--- src/rtl/rd_ws_responder_if.sv ---
// Bus bundle for the rd/ws/ds read handshake plus the storage side-write port.
// master: initiator side (drives rd/addr/wait_cfg and the write port).
// slave : responder side (drives ws/rdata/rvalid/busy/proto_err).
interface rd_ws_responder_if #(
  parameter int DATA_W = 8,
  parameter int ADDR_W = 4,
  parameter int CNT_W  = 3
);
  logic              rd;
  logic [ADDR_W-1:0] addr;
  logic [CNT_W-1:0]  wait_cfg;
  logic              ws;
  logic [DATA_W-1:0] rdata;
  logic              rvalid;
  logic              busy;
  logic              we;
  logic [ADDR_W-1:0] waddr;
  logic [DATA_W-1:0] wdata;
  logic              proto_err;

  modport master (
    output rd, addr, wait_cfg, we, waddr, wdata,
    input  ws, rdata, rvalid, busy, proto_err
  );

  modport slave (
    input  rd, addr, wait_cfg, we, waddr, wdata,
    output ws, rdata, rvalid, busy, proto_err
  );
endinterface

--- src/rtl/rd_ws_responder.sv ---
// Target-side responder for the rd/ws/ds read handshake.
// Inserts wait_cfg ws pulses (one per initiator DELAY cycle), then returns
// one word from a local register-file memory with rvalid aligned to ds.
// Optional feature macro: RESP_PROTO_CHK_EN -- when defined, proto_err is a
// sticky flag set by any handshake violation; otherwise proto_err is tied 0.
// The FSM aborts to IDLE on violations in both builds.
module rd_ws_responder #(
  parameter int DATA_W = 8,
  parameter int ADDR_W = 4,
  parameter int CNT_W  = 3
) (
  input  logic                clock,
  input  logic                reset_n,
  rd_ws_responder_if.slave    bus
);

  typedef enum logic [1:0] {
    IDLE    = 2'd0,
    RD_B    = 2'd1,
    RD_A    = 2'd2,
    RELEASE = 2'd3
  } state_t;

  state_t            state;
  logic [CNT_W-1:0]  cnt;
  logic [ADDR_W-1:0] addr_q;
  logic [DATA_W-1:0] rdata_q;
  logic              rvalid_q;

  logic [DATA_W-1:0] mem [2**ADDR_W];

  // Side write port; independent of the FSM and never reset.
  always_ff @(posedge clock) begin
    if (bus.we) begin
      mem[bus.waddr] <= bus.wdata;
    end
  end

  // Handshake FSM: address/count capture, wait-state countdown, read and release.
  always_ff @(posedge clock or negedge reset_n) begin
    if (!reset_n) begin
      state    <= IDLE;
      cnt      <= '0;
      addr_q   <= '0;
      rdata_q  <= '0;
      rvalid_q <= 1'b0;
    end else begin
      rvalid_q <= 1'b0;
      case (state)
        IDLE: begin
          if (bus.rd) begin
            addr_q <= bus.addr;
            cnt    <= bus.wait_cfg;
            state  <= RD_B;
          end
        end
        RD_B: begin
          if (!bus.rd) begin
            state <= IDLE;
          end else if (cnt != '0) begin
            cnt   <= cnt - CNT_W'(1);
            state <= RD_A;
          end else begin
            // Non-blocking read: a same-edge write to addr_q is not seen.
            rdata_q  <= mem[addr_q];
            rvalid_q <= 1'b1;
            state    <= RELEASE;
          end
        end
        RD_A: begin
          state <= bus.rd ? RD_B : IDLE;
        end
        RELEASE: begin
          // rd still high here is a violation, never the start of a new access.
          state <= IDLE;
        end
        default: begin
          state <= IDLE;
        end
      endcase
    end
  end

  assign bus.ws     = (state == RD_B) && (cnt != '0);
  assign bus.busy   = (state != IDLE);
  assign bus.rdata  = rdata_q;
  assign bus.rvalid = rvalid_q;

`ifdef RESP_PROTO_CHK_EN
  logic err_set;
  logic proto_err_q;

  // Violation detect: rd dropped mid-access, or rd still high in RELEASE.
  always_comb begin
    err_set = 1'b0;
    case (state)
      RD_B, RD_A: err_set = !bus.rd;
      RELEASE:    err_set = bus.rd;
      default:    err_set = 1'b0;
    endcase
  end

  // Sticky error flag, cleared only by reset.
  always_ff @(posedge clock or negedge reset_n) begin
    if (!reset_n) begin
      proto_err_q <= 1'b0;
    end else if (err_set) begin
      proto_err_q <= 1'b1;
    end
  end

  assign bus.proto_err = proto_err_q;
`else
  assign bus.proto_err = 1'b0;
`endif

endmodule

--- src/flat_wrapper.sv ---
// flat-port wrapper written by rule: the top's interface ports become plain ports
module rd_ws_responder_flat 
#(
  parameter int DATA_W = 8,
  parameter int ADDR_W = 4,
  parameter int CNT_W  = 3
)
  (clock, reset_n, bus_rd, bus_addr, bus_wait_cfg, bus_we, bus_waddr, bus_wdata, bus_ws, bus_rdata, bus_rvalid, bus_busy, bus_proto_err);
  rd_ws_responder_if #(.DATA_W(DATA_W), .ADDR_W(ADDR_W), .CNT_W(CNT_W)) bus_i ();
  input  logic clock;
  input  logic reset_n;
  input wire logic [$bits(bus_i.rd)-1:0] bus_rd;
  input wire logic [$bits(bus_i.addr)-1:0] bus_addr;
  input wire logic [$bits(bus_i.wait_cfg)-1:0] bus_wait_cfg;
  input wire logic [$bits(bus_i.we)-1:0] bus_we;
  input wire logic [$bits(bus_i.waddr)-1:0] bus_waddr;
  input wire logic [$bits(bus_i.wdata)-1:0] bus_wdata;
  output wire logic [$bits(bus_i.ws)-1:0] bus_ws;
  output wire logic [$bits(bus_i.rdata)-1:0] bus_rdata;
  output wire logic [$bits(bus_i.rvalid)-1:0] bus_rvalid;
  output wire logic [$bits(bus_i.busy)-1:0] bus_busy;
  output wire logic [$bits(bus_i.proto_err)-1:0] bus_proto_err;
  assign bus_i.rd = bus_rd;
  assign bus_i.addr = bus_addr;
  assign bus_i.wait_cfg = bus_wait_cfg;
  assign bus_i.we = bus_we;
  assign bus_i.waddr = bus_waddr;
  assign bus_i.wdata = bus_wdata;
  assign bus_ws = bus_i.ws;
  assign bus_rdata = bus_i.rdata;
  assign bus_rvalid = bus_i.rvalid;
  assign bus_busy = bus_i.busy;
  assign bus_proto_err = bus_i.proto_err;
  rd_ws_responder #(.DATA_W(DATA_W), .ADDR_W(ADDR_W), .CNT_W(CNT_W)) u_core (.clock(clock), .reset_n(reset_n), .bus(bus_i));
endmodule
--- config.mk ---
export PLATFORM = sky130hd
export DESIGN_NAME = rd_ws_responder_flat
export DESIGN_NICKNAME = d
export VERILOG_FILES = /design/src/rtl/rd_ws_responder_if.sv /design/src/rtl/rd_ws_responder.sv /design/src/flat_wrapper.sv
export SDC_FILE = /design/constraint.sdc
export NUM_CORES = 1
export LEC_CHECK = 0
export CORE_ASPECT_RATIO = 0.75
export CORE_MARGIN = 2
export CORE_UTILIZATION = 59
export CTS_CLUSTER_SIZE = 12
export DETAILED_ROUTE_END_ITERATION = 10
export PLACE_DENSITY = 0.88
export SKIP_CTS_REPAIR_TIMING = 1
export SLEW_MARGIN = 20
export SYNTH_ARGS = -nofsm -noshare
export SYNTH_HDL_FRONTEND = slang
export SYNTH_SLANG_ARGS = --single-unit
--- constraint.sdc ---
create_clock -name clock -period 1.79 [get_ports clock]
set_clock_uncertainty 0.05 [all_clocks]
set_input_delay 0.179 -clock clock [delete_from_list [all_inputs] [get_ports clock]]
set_output_delay 0.179 -clock clock [all_outputs]
set_load 0.01 [all_outputs]
# After elaboration in Yosys (flattened, before gate mapping)
# Memories as Yosys holds them, arrays and structs flattened. A register that Yosys moved wholly into a read port is not among the register bits.
# Cells that the tools add are included.
# W data, S select, Z words.
[word_totals]
register_bits = 10
latch_bits = 0
ramBits = 128
rom_bits = 0
wordCells = 36
n_memories = 1
input_bits = 23
[classes]
n_addsub = 1
multipliers = 0
n_div = 0
n_bitwise = 1
n_lt_le_gt_ge = 0
n_reduce_logical = 9
n_shift = 0
eq_ne = 6
muxes = 14
[memory_table]
columns = ["memory", "words", "width", "rd", "rd_ports_with_merged_regs", "write_ports", "line", "source"]
rows = [
  ["u_core.mem", 16, 8, 1, 1, 1, "rd_ws_responder.sv:30", "logic [DATA_W-1:0] mem [2**ADDR_W];"],
]
[op_table]
columns = ["cell", "count"]
rows = [
  ["$mux W3", 3],
  ["$pmux W2 S4", 1],
  ["$mux W1", 7],
  ["$pmux W3 S2", 1],
  ["$eq A2 B2 Y1 const B", 2],
  ["$mux W2", 2],
  ["$ne A2 B2 Y1 const B", 2],
  ["$reduce_and A4 Y1", 1],
  ["$reduce_bool A2 Y1", 2],
  ["$reduce_and A3 Y1", 1],
  ["$reduce_bool A3 Y1", 1],
  ["$sub A3 B1 Y3 const B", 1],
  ["$eq A2 B1 Y1 const B", 1],
  ["$logic_not A2 Y1", 1],
  ["$ne A2 B1 Y1 const B", 1],
  ["$reduce_and A2 Y1", 1],
  ["$logic_and A1 B1 Y1", 1],
  ["$logic_not A1 Y1", 1],
  ["$not A1 Y1", 1],
]

# Logic depth before layout (Yosys ltp)
[logic_depth]
ltp_word = 4
mapped_depth = 6

# Worst setup path after synthesis
# Ideal clock, no wire load.
[synth_timing]
path_kind = "in2reg"
startpoint = "input port bus_waddr[2]"
endpoint = "memory u_core.mem[0][0] (enable)"
slack_ps = 68
setup_ps = 383
t_arrival_ps = 1289
n_path_buf = 0
cell_stages = 2
path_cell_list = "or3b_2 > nor3_1"
[synth_rtl]
columns = ["item", "line", "source"]
rows = [
  ["start, declared", "flat_wrapper.sv:16", "input wire logic [$bits(bus_i.waddr)-1:0] bus_waddr;"],
  ["end, declared", "rd_ws_responder.sv:30", ""],
]
# No word-level cell before the write port.

==> flow_summary.json <==
{
  "die_area_sq_um": 10800,
  "ant_nets": 0,
  "grt_start_max_net_pins": 34,
  "fin_nets": 375,
  "synth_seq_cells": 146,
  "cap_violations": 0,
  "num_vias": 3090,
  "worstMarginPinSlew_ns": 0.684,
  "cellPowerDensity_nw_per_um2": 1340,
  "path_max_fanout": 11,
  "gp_congestion": 0.759,
  "portBuffers": 33,
  "clk_path_buf_depth": 2,
  "fp.coreArea_sq_um": 9660,
  "synth.avg_cell_area_sq_um": 20.9,
  "cts_made_buffers": 17,
  "arrival_ns": 2.09,
  "firstDrtPassIters": 5,
  "rows": 31,
  "violations": "setup timing",
  "clk_latency_ns": 0.42,
  "synth.net_count": 306,
  "netlist.area_leader.share_pct": 65.4,
  "via_per_inst": 6.24,
  "wl_per_cell_um": 26.0,
  "final_common_cell": "edfxtp_1",
  "num_io_pins": 35,
  "ys_top_cells_by_area": "edfxtp_1 65%, dfrtp_1 7.7%, mux4_2 6.9%, mux4_1 6.3%, mux2i_1 3.2%",
  "ir_worst_vdd_mv": 1.02,
  "drt_iter0_drc": 365,
  "grt_pass1_wl_um": 18600,
  "seq_area_frac_synth_pct": 73.1,
  "fin_crit_sh_pct": 104,
  "leakage_nw": 2.53,
  "mostFrequentLayoutCells": "128 x edfxtp_1, 31 x clkdlybuf4s50_1, 27 x buf_4, 19 x mux4_2",
  "rsz0062_at_grt": "true",
  "syn_area_sq_um": 5870,
  "drive_gt1_share_pct": 25.3,
  "fmax_ghz": 0.535,
  "start_util_pct": 60.8,
  "critPathKind": "register to register",
  "postSynthCellCount": 281,
  "grtUsageTotal_pct": 24.9,
  "grt.overflow.total": 0,
  "total_power_w": 0.00950,
  "antenna_found_initial": 0,
  "crit_path_start_kind": "register",
  "worst_slack_ns": -0.0785,
  "max_slew_margin_pct": 54.2,
  "drc": 0,
  "cts_tree": "built",
  "h-tree-depth": 4,
  "setup_viol": 3,
  "hpwlAfterDp_um": 7460,
  "synth_area_leader_cell": "edfxtp_1",
  "slew_viol_final": 0,
  "hp-class": "input port to async pin",
  "hold_viol": 0,
  "die_w_um": 119,
  "grt_pass1_vias": 3129,
  "required_ns": 2.02,
  "status": "finished with violations",
  "endpoint_kind": "register",
  "fin_crit_ns": 1.87,
  "cts-root-buf": "clkbuf_16",
  "yosysWarnings": 0,
  "synth.distinct_cells": 32,
  "whs_ns": 0.0536,
  "final_util_pct": 73.5,
  "wl_um": 12900,
  "antenna_cells": 0,
  "syn_to_final_growth_pct": 20.8,
  "die_h_um": 90.4,
  "clkTransAtPathRegs_ns": 0.06,
  "cts_sinks": 146
}
cell families (layout without fill, tap and decap cells):
kind of cell / count (synthesis) / in the layout / share of synthesized area (%)
adder cells (fa/ha/maj): 2 / 2 / 0.426
AND/OR/NAND/NOR: 36 / 36 / 3.20
multiplexers: 57 / 57 / 17.6
other: 1 / 1 / 0.0638
buffers and inverters: 19 / 101 / 3.34
AO/OA/AOI/OAI: 20 / 20 / 2.32
flip-flops: 146 / 146 / 73.1
Yosys cell counts:
cell type and number:
inv_1 5, and2_1 1, ha_1 2, nand2b_1 5, buf_12 2, a21o_1 1, and2b_2 1, clkdlybuf4s15_1 1
a21oi_1 1, conb_1 1, mux2_2 6, clkbuf_8 3, buf_4 3, nor2b_1 1, mux4_2 18, or3b_2 1
mux4_1 14, or2_2 1, mux2i_1 19, buf_6 3, nor3_1 4, nand3b_1 3, nand3_1 2, dfrtp_1 18
nor2_1 15, o21ai_0 9, or3_2 1, o221ai_1 8, edfxtp_1 128, nand2_1 1, a22o_1 1, buf_8 2
path summary, 6_finish.rpt:
path,from,end,slack [ns],cells past startpoint
hold / removal,reset_n,u_core.bus.rdata[5],0.05,2
min in group clock,bus_addr[0],u_core.addr_q[0],0.33,2
hold reg to reg,u_core.cnt[1],u_core.cnt[1],0.48,1
setup reg to reg,u_core.addr_q[1],u_core.bus.rdata[5],-0.08,4
setup / recovery,u_core.addr_q[1],u_core.bus.rdata[5],-0.08,4
max in group asynchronous,reset_n,u_core.addr_q[1],1.40,2
cell type report:
cell class | instances | area (sq um)
Clock inverter | 14 | 186
Timing Repair Buffer | 64 | 611
Multi-Input combinational cell | 116 | 1390
Sequential cell | 146 | 4300
Tap cell | 132 | 165
Fill cell | 537 | 2560
Clock buffer | 18 | 429
Inverter | 5 | 18.8
routing by layer:
layer	vias up	part of all wire [%]	GRT usage (%)
met3	19	7.9	6.82
met2	159	50	40.3
met1	1616	40	32.8
met5	-	0	0
li1	1296	-	-
met4	0	1.7	9.23
where the power goes:
| part | leakage [nW] | total (W) | internal (W) | switching [W] |
|---|---|---|---|---|
| logic | 0.856 | 0.00177 | 0.000917 | 0.000852 |
| clock network | 0.293 | 0.00368 | 0.00233 | 0.00136 |
| registers | 1.38 | 0.00405 | 0.00391 | 0.000135 |
sequential cells by signal (all words and copies together), names as in the netlist:
signal	count
u_core.addr_q	4
u_core.bus.rdata	8
u_core.bus.rvalid	1
u_core.cnt	3
u_core.mem	128
u_core.state	2
worst max-delay path, stage by stage (launching register included):
cell,delay (ns)
dfrtp_2,0.46
buf_12,0.18
mux4_1,0.63
mux2i_1,0.23
o221ai_1,0.16
metrics by stage:
step	instances	cell area (sq um)	setup TNS (ns)	setup WS, ns
floorplan	281	5870	0	0.0681
global placement	462	6440	-0.891	-0.0746
detailed placement	462	6440	-1.64	-0.0803
CTS	494	7060	-0.496	-0.351
global route	495	7090	-0.402	-0.101
finish	495	7090	-0.113	-0.0785
No activity file was read; power rests on OpenSTA's default activity.
